<file path="config.mk">
export PLATFORM = sky130hd
export DESIGN_NAME = spectrum_band_aggregator
export DESIGN_NICKNAME = d
export VERILOG_FILES = /design/src/rtl/visuaudio_pkg.sv /design/src/rtl/cplx_mag_approx.sv /design/src/rtl/spectrum_band_aggregator.sv
export SDC_FILE = /design/constraint.sdc
export NUM_CORES = 2
export LEC_CHECK = 0
export CAP_MARGIN = 20
export CORE_MARGIN = 5
export CORE_UTILIZATION = 45
export CTS_BUF_LIST = sky130_fd_sc_hd__clkbuf_8
export CTS_CLUSTER_SIZE = 8
export DETAILED_ROUTE_END_ITERATION = 10
export GPL_TIMING_DRIVEN = 0
export PLACE_DENSITY_LB_ADDON = 0.2
export RECOVER_POWER = 100
export SLEW_MARGIN = 20
export SYNTH_ARGS = -nofsm -noshare
export SYNTH_HDL_FRONTEND = slang
export SYNTH_HIERARCHICAL = 1
export SYNTH_SLANG_ARGS = --single-unit
</file>
<file path="constraint.sdc">
create_clock -name i_clk -period 8.3 [get_ports i_clk]
set_input_delay 1.66 -clock i_clk [delete_from_list [all_inputs] [get_ports i_clk]]
set_output_delay 1.66 -clock i_clk [all_outputs]
set_load 0.01 [all_outputs]
</file>
<file path="src/rtl/visuaudio_pkg.sv">
// rtl/visuaudio_pkg.sv - shared types and helpers for the spectrum band aggregator
package visuaudio_pkg;

  typedef enum logic [1:0] {
    S_ACCUM  = 2'd0,
    S_UPDATE = 2'd1,
    S_DONE   = 2'd2
  } band_state_t;

  localparam int N_BANDS_DEF = 16;
  localparam int MAG_W       = 16;

  typedef logic [15:0][15:0] band_vec_t;

  function automatic logic [MAG_W-1:0] sat_add(input logic [MAG_W-1:0] a,
                                               input logic [MAG_W-1:0] b);
    logic [MAG_W:0] s;
    s = {1'b0, a} + {1'b0, b};
    return s[MAG_W] ? '1 : s[MAG_W-1:0];
  endfunction

endpackage

</file>
<file path="src/rtl/cplx_mag_approx.sv">
// rtl/cplx_mag_approx.sv - combinational |re|+|im| magnitude with 16-bit saturation
module cplx_mag_approx
  import visuaudio_pkg::*;
(
  input  logic [MAG_W-1:0] re,
  input  logic [MAG_W-1:0] im,
  output logic [MAG_W-1:0] mag
);

  logic [MAG_W:0] abs_re;
  logic [MAG_W:0] abs_im;
  logic [MAG_W:0] sum;

  // Absolute values are taken in 17 bits so |-32768| = 32768 is representable.
  always_comb begin
    abs_re = re[MAG_W-1] ? (~{re[MAG_W-1], re} + 17'd1) : {1'b0, re};
    abs_im = im[MAG_W-1] ? (~{im[MAG_W-1], im} + 17'd1) : {1'b0, im};
    sum    = abs_re + abs_im;
    mag    = sum[MAG_W] ? '1 : sum[MAG_W-1:0];
  end

endmodule

</file>
<file path="src/rtl/spectrum_band_aggregator.sv">
// rtl/spectrum_band_aggregator.sv - bins-to-bands summation with peak-hold and linear decay
module spectrum_band_aggregator
  import visuaudio_pkg::*;
#(
  parameter int               N_BANDS       = N_BANDS_DEF,
  parameter int               BINS_PER_BAND = 4,
  parameter logic [MAG_W-1:0] DECAY         = 16'd256
) (
  input  logic                          i_clk,
  input  logic                          i_rst,
  input  logic                          i_bin_valid,
  output logic                          o_bin_ready,
  input  logic [MAG_W-1:0]              i_bin_re,
  input  logic [MAG_W-1:0]              i_bin_im,
  input  logic                          i_bin_last,
  output logic [N_BANDS-1:0][MAG_W-1:0] o_band_data,
  output logic                          o_done
);

  localparam int N_BINS = N_BANDS * BINS_PER_BAND;
  localparam int CNT_W  = $clog2(N_BINS + 1);
  localparam int SHIFT  = $clog2(BINS_PER_BAND);
  localparam int IDX_W  = $clog2(N_BANDS);

  band_state_t                   state_q, state_d;
  logic [CNT_W-1:0]              bin_cnt;
  logic [CNT_W-1:0]              band_sel;
  logic [IDX_W-1:0]              upd_idx;
  logic [N_BANDS-1:0][MAG_W-1:0] acc;
  logic [MAG_W-1:0]              mag;
  logic [MAG_W-1:0]              decayed;
  logic                          xfer;
  logic                          in_range;

  cplx_mag_approx u_mag (
    .re  (i_bin_re),
    .im  (i_bin_im),
    .mag (mag)
  );

  assign xfer     = i_bin_valid && o_bin_ready;
  assign in_range = bin_cnt < CNT_W'(N_BINS);
  assign band_sel = bin_cnt >> SHIFT;
  assign decayed  = (o_band_data[upd_idx] > DECAY) ? (o_band_data[upd_idx] - DECAY) : '0;

  always_ff @(posedge i_clk) begin
    if (i_rst) state_q <= S_ACCUM;
    else       state_q <= state_d;
  end

  always_comb begin
    state_d = state_q;
    case (state_q)
      S_ACCUM:  if (xfer && i_bin_last) state_d = S_UPDATE;
      S_UPDATE: if (upd_idx == IDX_W'(N_BANDS - 1)) state_d = S_DONE;
      S_DONE:   state_d = S_ACCUM;
      default:  state_d = S_ACCUM;
    endcase
  end

  always_comb begin
    o_bin_ready = (state_q == S_ACCUM);
    o_done      = (state_q == S_DONE);
  end

  // Bins past the last band are still accepted; the counter parks at N_BINS so it never wraps into band 0.
  always_ff @(posedge i_clk) begin
    if (i_rst) begin
      bin_cnt     <= '0;
      upd_idx     <= '0;
      acc         <= '0;
      o_band_data <= '0;
    end else begin
      case (state_q)
        S_ACCUM: begin
          if (xfer) begin
            for (int b = 0; b < N_BANDS; b++) begin
              if (in_range && band_sel == CNT_W'(b)) acc[b] <= sat_add(acc[b], mag);
            end
            if (in_range) bin_cnt <= bin_cnt + CNT_W'(1);
          end
          upd_idx <= '0;
        end
        S_UPDATE: begin
          o_band_data[upd_idx] <= (acc[upd_idx] > decayed) ? acc[upd_idx] : decayed;
          acc[upd_idx]         <= '0;
          upd_idx              <= upd_idx + IDX_W'(1);
        end
        S_DONE: bin_cnt <= '0;
        default: ;
      endcase
    end
  end

endmodule

</file>
After elaboration in Yosys (flattened, before gate mapping)
Index checks and enable logic that the tools add are counted.
Cells by class
  add/sub/neg operators: 22
  multipliers: 0
  divide/modulo/power cells: 0
  $lt $le $gt $ge: 5
  equality and inequality tests: 38
  shift-type cells: 0
  muxes and demuxes: 53
  bitwise logic cells: 4
  reduce and logical (&&, ||, !) cells: 41
Operator list (count)
  two-way mux 16 bit: 38
  case mux 256 bit (2 select lines): 1
  adder 16 x 16 -> 17 bit: 16
  AND 256 bit: 1
  bitwise mux 256 bit: 1
  two-way mux 256 bit: 1
  inverter 256 bit: 1
  binary-select mux 16 bit (select 4 bit): 2
  demux 16 bit (select 4 bit): 1
  AND reduction 3 bit: 17
  equality test 5 x 4 -> 1 bit, second input constant: 8
  inequality test 2 x 1 -> 1 bit, second input constant: 19
  adder 17 x 1 -> 17 bit, second input constant: 2
  two-way mux 17 bit: 2
  inverter 17 bit: 2
  equality test 5 x 3 -> 1 bit, second input constant: 4
  logical AND 1 bit: 19
  adder 17 bit: 1
  greater-than comparator 16 bit: 1
  greater-than comparator 16 x 9 -> 1 bit, second input constant: 1
  subtractor 16 x 9 -> 16 bit, second input constant: 1
  two-way mux 7 bit: 2
  case mux 7 bit (2 select lines): 1
  equality test 5 x 2 -> 1 bit, second input constant: 2
  other kinds (17): 19
Word-level totals
  bits in registers: 525
  bits in latches: 0
  memory bits (writable): 0
  bits in read-only memories: 0
  bits of input ports: 36
  output and inout bits: 258
  logic and storage cells: 198
  memories kept: 0

Depth between registers and ports, before layout
  word-level depth: 10
  mapped depth: 27
  mapped depth without buffers: 25

By module
The synthesis kept the hierarchy.
Modules (own cells, without submodules)
  spectrum_band_aggregator: times used 1, cells an instance 4196, area each 35600.4 µm², seq. area each 10510.1 µm²
  cplx_mag_approx: times used 1, cells an instance 218, area each 1561.5 µm², seq. area each 0.0 µm²

Least setup slack after synthesis
OpenSTA, ideal clock, no wires.
  path type: input -> register
  start point: input i_bin_im[1]
  end point: register acc[145] in the netlist's numbering
  setup time: 0.058 ns
  arrival: 7.322 ns
  data required time: 8.242 ns
  setup slack: 0.921 ns
  stages: 26
  buffers on the path: 3
  path through: inv_1 -> ha_1 -> nand2_1 -> or4_4 -> o41ai_1 -> xnor2_1 -> ha_1 -> buf_2 -> nand4_1 -> a211oi_2 -> o211a_1 -> nor2_2 -> buf_2 -> nand2_1 -> inv_1 -> fa_1 -> nor2b_1 -> o21ai_0 -> a21boi_0 -> o221ai_1 -> o21ai_0 -> a41o_1 -> clkbuf_1 -> inv_1 -> a22oi_1 -> a21o_1
Between the ends
  longest elaborated chain between the ends: 10
Ends and longest elaborated chain
  start: declaration: line spectrum_band_aggregator.sv:14  | input logic [MAG_W-1:0] i_bin_im,
  inverter 17 bit: line cplx_mag_approx.sv:17  | abs_im = im[MAG_W-1] ? (~{im[MAG_W-1], im} + 17'd1) : {1'b0, im};
  adder 17 x 1 -> 17 bit: line cplx_mag_approx.sv:17
  two-way mux 17 bit (*): line cplx_mag_approx.sv:17
  adder 17 bit (*): line cplx_mag_approx.sv:18  | sum = abs_re + abs_im;
  two-way mux 16 bit (*): line cplx_mag_approx.sv:19  | mag = sum[MAG_W] ? '1 : sum[MAG_W-1:0];
  net mag[1]: line spectrum_band_aggregator.sv:30  | logic [MAG_W-1:0] mag;
  adder 16 x 16 -> 17 bit (*): line visuaudio_pkg.sv:18  | s = {1'b0, a} + {1'b0, b};
  two-way mux 16 bit (*): line visuaudio_pkg.sv:19  | return s[MAG_W] ? '1 : s[MAG_W-1:0];
  two-way mux 16 bit (*): line spectrum_band_aggregator.sv:78  | if (in_range && band_sel == CNT_W'(b)) acc[b] <= sat_add(acc[b], mag);
  two-way mux 256 bit (*): line spectrum_band_aggregator.sv:76  | if (xfer) begin
  case mux 256 bit (2 select lines) (*): line spectrum_band_aggregator.sv:74  | case (state_q)
  end signal: indexed assignment: line spectrum_band_aggregator.sv:78
  end: declaration: line spectrum_band_aggregator.sv:29  | logic [N_BANDS-1:0][MAG_W-1:0] acc;
The timed path passes the listed nets; every way through them passes the cells marked *. The select of a mux whose other input is x is not followed.
A chain may end at the register's enable or synchronous reset.

Worst setup path after layout
  start point: register upd_idx[1]
  end point: register o_band_data[32] in the netlist's numbering
Between the ends
  longest elaborated chain between the ends: 7
  elaborated cells on any way between the ends: 15
  classes of those cells: add/sub: 1; order compare: 4; mux: 9; reduce/logical: 1
Ends and longest elaborated chain
  start: declaration: line spectrum_band_aggregator.sv:28  | logic [IDX_W-1:0] upd_idx;
  start signal: assignment: line spectrum_band_aggregator.sv:87  | upd_idx <= upd_idx + IDX_W'(1);
  binary-select mux 16 bit (select 4 bit): line spectrum_band_aggregator.sv:44  | assign decayed = (o_band_data[upd_idx] > DECAY) ? (o_band_data[upd_idx] - DECAY) : '0;
  two-way mux 16 bit (implied by the code): line spectrum_band_aggregator.sv:44
  subtractor 16 x 9 -> 16 bit / greater-than comparator 16 x 9 -> 1 bit (equally long branches): line spectrum_band_aggregator.sv:44
  two-way mux 16 bit: line spectrum_band_aggregator.sv:44
  greater-than comparator 16 bit: line spectrum_band_aggregator.sv:85  | o_band_data[upd_idx] <= (acc[upd_idx] > decayed) ? acc[upd_idx] : decayed;
  two-way mux 16 bit: line spectrum_band_aggregator.sv:85
  bitwise mux 256 bit (*): line spectrum_band_aggregator.sv:85
  end signal: indexed assignment: line spectrum_band_aggregator.sv:85
  end: declaration: line spectrum_band_aggregator.sv:16  | output logic [N_BANDS-1:0][MAG_W-1:0] o_band_data,
Every way passes the cells marked *; elsewhere a longest branch is shown, timed or not. The select of a mux whose other input is x is not followed.

==> results.json <==
{
  "insertion_delay_ns": 0.80,
  "post_synth_instance_area_sq_mm": 0.0372,
  "dieWidth_um": 297,
  "synth_async_sr_flop_share": 0,
  "ys_ff_latch": 525,
  "post-cts-setup-buffers": 0,
  "maximum_number_of_pins_on_one_net_before_global_route_repair": 19,
  "clk_transition_reported_paths_ns": 0.07,
  "numPortBuffers": 292,
  "vias": 37500,
  "max-vdd-ir-drop_mv": 0.178,
  "crit_path_max_incr_delay_ns": 1.01,
  "synth_cells": 4414,
  "fin_hold_ws_ns": 0.469,
  "critical_path.top_delay_family": "buffers and inverters",
  "final.period_utilization": 0.987,
  "final-hold-violation-count": 0,
  "fin_skew_ns": 0.0869,
  "status": "complete, no violations",
  "dieHeight_um": 297,
  "powerDensity_mw_per_mm2": 279,
  "drcViolationCount": 0,
  "slew_headroom": 0.158,
  "arrival_time_at_the_worst_endpoint_ns": 8.80,
  "multi_input_area_sq_mm": 0.0253,
  "cts.sinks": 525,
  "drt-total-wl_mm": 153,
  "synth_top_family_by_area": "compound AO/OA/AOI/OAI gates",
  "synth_fp_nets": 4764,
  "antenna_violating_nets_post_route": 0,
  "floorplan.rows": 105,
  "seq_area_sq_mm": 0.0105,
  "grt_first_pass_wirelength_mm": 223,
  "critical_path.n_buffers_inverters": 10,
  "fin_crit_ns": 8.20,
  "synth_edf_count": 0,
  "netlist-cell-type-count": 97,
  "final_area_sq_mm": 0.0438,
  "critical_path.most_common_cell": "sky130_fd_sc_hd__buf_2",
  "detailed_place_hpwl_mm": 118,
  "seq_area_frac_synth": 0.283,
  "gpl.final_weighted_congestion": 1.07,
  "fill_cells": 7792,
  "yosys_warnings": 6,
  "synthAdderAreaFrac": 0.109,
  "min-delay-path-class": "reg -> reg",
  "max_slew.worst_pin.slew_ns": 1.26,
  "setup.worst_path.class": "reg -> reg",
  "detailedRoute.firstIterationViolations": 3898,
  "antenna_violations_before_repair": 7,
  "path_cells": "buf_6 -> buf_6 -> buf_2 -> buf_2 -> buf_4 -> buf_2 -> clkbuf_1 -> mux4_2 -> mux4_2 -> ha_1 -> a2111oi_0 -> o221ai_1 -> o211ai_1 -> a31oi_1 -> clkbuf_1 -> inv_1 -> mux2i_1 -> clkbuf_2 -> a211oi_1",
  "place_worst_setup_slack_ns": -1.31,
  "avgSynthCellArea_sq_um": 8.42,
  "critical_path.max_fanout": 10,
  "cpMaxStageDelayCell": "sky130_fd_sc_hd__mux2i_1",
  "synthSimpleGateAreaFrac": 0.181,
  "tritoncts": "yes",
  "clock.fmax_mhz": 122,
  "fp.coreArea_sq_mm": 0.0820,
  "number_of_global_route_vias_before_repair": 34700,
  "route.detailed.vias_per_inst": 6.29,
  "dpl-instance-area_sq_mm": 0.0417,
  "worst_setup_end_kind": "flop",
  "cts_inserted_buffers": 96,
  "track_usage": 0.327,
  "nNetsFinal": 5167,
  "required_ns": 8.91,
  "layout-drive-gt1-share": 0.0891,
  "root_buffer": "sky130_fd_sc_hd__clkbuf_8",
  "post-route-worst-setup-slack_ns": 0.104,
  "synth_mux_area_frac": 0.0913,
  "area_delta_synth_final_pct": 18.0,
  "synth_compound_area_frac": 0.246,
  "cts_max_level": 3,
  "yosys_most_used_dff": "sky130_fd_sc_hd__dfxtp_1",
  "cellLeakagePower_nw": 18.2,
  "dieArea_sq_mm": 0.0884,
  "drt_pass1_iterations": 6,
  "boundaryPins": 294,
  "max_cap_violations": 0,
  "clk_path_buf_depth": 3,
  "startpoint_type": "flop",
  "detail_route.wl_per_cell_um": 25.5,
  "slew_violations": 0,
  "initial_core_utilization": 0.453,
  "setup_viol_count_final": 0,
  "synthXorXnorAreaFrac": 0.0523,
  "gr-total-overflow": 0,
  "post_cts_hold_buffer_count": 0,
  "rsz0062_at_grt": "no"
}
[worst min-delay path, cell delays in order (launching register included)]
cell and delay, ns:
sky130_fd_sc_hd__dfxtp_1 0.32, sky130_fd_sc_hd__nand2_1 0.05, sky130_fd_sc_hd__a21oi_1 0.05
[cells by family (layout without fill, tap and decap cells)]
kind of cell             count (synthesis)  after routing
AND/OR/NAND/NOR                       1502           1502
AO/OA/AOI/OAI                         1374           1374
multiplexers                           153            153
flip-flops                             525            525
adder cells (fa/ha/maj)                314            314
other                                    0              4
XOR/XNOR                               222            222
buffers and inverters                  324            806
[cells in the mapped netlist (all sizes together), types with 75 or more instances]
cell	instances	area share
o21ai	224	0.030
ha	297	0.10
nand3	75	0.010
mux4	144	0.088
xor2	88	0.021
inv	94	0.0095
clkbuf	159	0.016
xnor2	134	0.032
a211oi	250	0.051
a21o	87	0.018
a21oi	412	0.057
nand2	538	0.055
dfxtp	525	0.28
nor2	547	0.055
[cell type report]
cell class / count / share of cell area
buffer: 230 / 0.0229
multi-input combinational: 3565 / 0.576
antenna: 4 / 0.000228
timing repair buffer: 305 / 0.0715
sequential: 525 / 0.240
inverter: 94 / 0.00816
clock buffer: 132 / 0.0414
clock inverter: 45 / 0.00933
tap: 1070 / 0.0305
[final timing paths]
check                                                     to  cells after the start  slack, ns                          from
worst min register to register  o_band_data[78]$_SDFFE_PP0P_                      2       0.47  o_band_data[78]$_SDFFE_PP0P_
worst max-delay path            o_band_data[32]$_SDFFE_PP0P_                     19       0.10       upd_idx[1]$_SDFFE_PP0P_
worst min-delay path            o_band_data[78]$_SDFFE_PP0P_                      2       0.47  o_band_data[78]$_SDFFE_PP0P_
worst max register to register  o_band_data[32]$_SDFFE_PP0P_                     19       0.10       upd_idx[1]$_SDFFE_PP0P_
[state kept, by name (all words and copies together), names as in the netlist]
| register | count |
|---|---|
| state_q | 2 |
| acc | 256 |
| o_band_data | 256 |
| upd_idx | 4 |
| bin_cnt | 7 |
[cell usage in the layout (no fill, tap or decap), drive strengths merged, types with 18 or more instances in the layout]
cell	n
a211oi	250
a21o	87
a21oi	412
a221oi	27
a22oi	70
a31oi	25
and2	26
and3	22
buf	63
clkbuf	312
clkdlybuf4s50	33
dfxtp	525
dlygate4sd3	259
ha	297
inv	125
mux4	144
nand2	538
nand2b	65
nand3	75
nand3b	23
nand4	18
nor2	547
nor2b	45
nor3	53
o21a	53
o21ai	224
o21bai	19
o2bb2ai	50
or2	18
or3	24
xnor2	134
xor2	88
[layer usage]
layer / GRT usage / share of wire / up-vias
met2: 0.527 / 0.45 / 2012
met4: 0.185 / 0.069 / 6
met1: 0.409 / 0.39 / 17800
met3: 0.0703 / 0.097 / 534
li1: - / - / 17100
met5: 0 / 0.00025 / -
[through the flow]
stage          TNS (ns)  utilization  std cells  power (mW)
3_3_place_gp    -731.98        0.505       5776        9.17
4_1_cts               0        0.536       5966        12.2
3_5_place_dp    -168.76        0.509       5789        9.35
6_report              0        0.535       5970        12.2
2_1_floorplan         0            -       4414        7.59
5_1_grt               0        0.535       5967        12.9
[where the power goes]
group / internal (mW) / leakage (nW) / switching (mW)
combinational: 2.39 / 12.7 / 3.85
clock: 1.57 / 1.24 / 1.31
sequential: 2.78 / 4.26 / 0.340
[what timing repair did]
action,CTS,global route
gates resized for setup,8,21
cloned,0,0
endpoints found under the setup margin,79,107
Power figures use the tool's default switching activity.
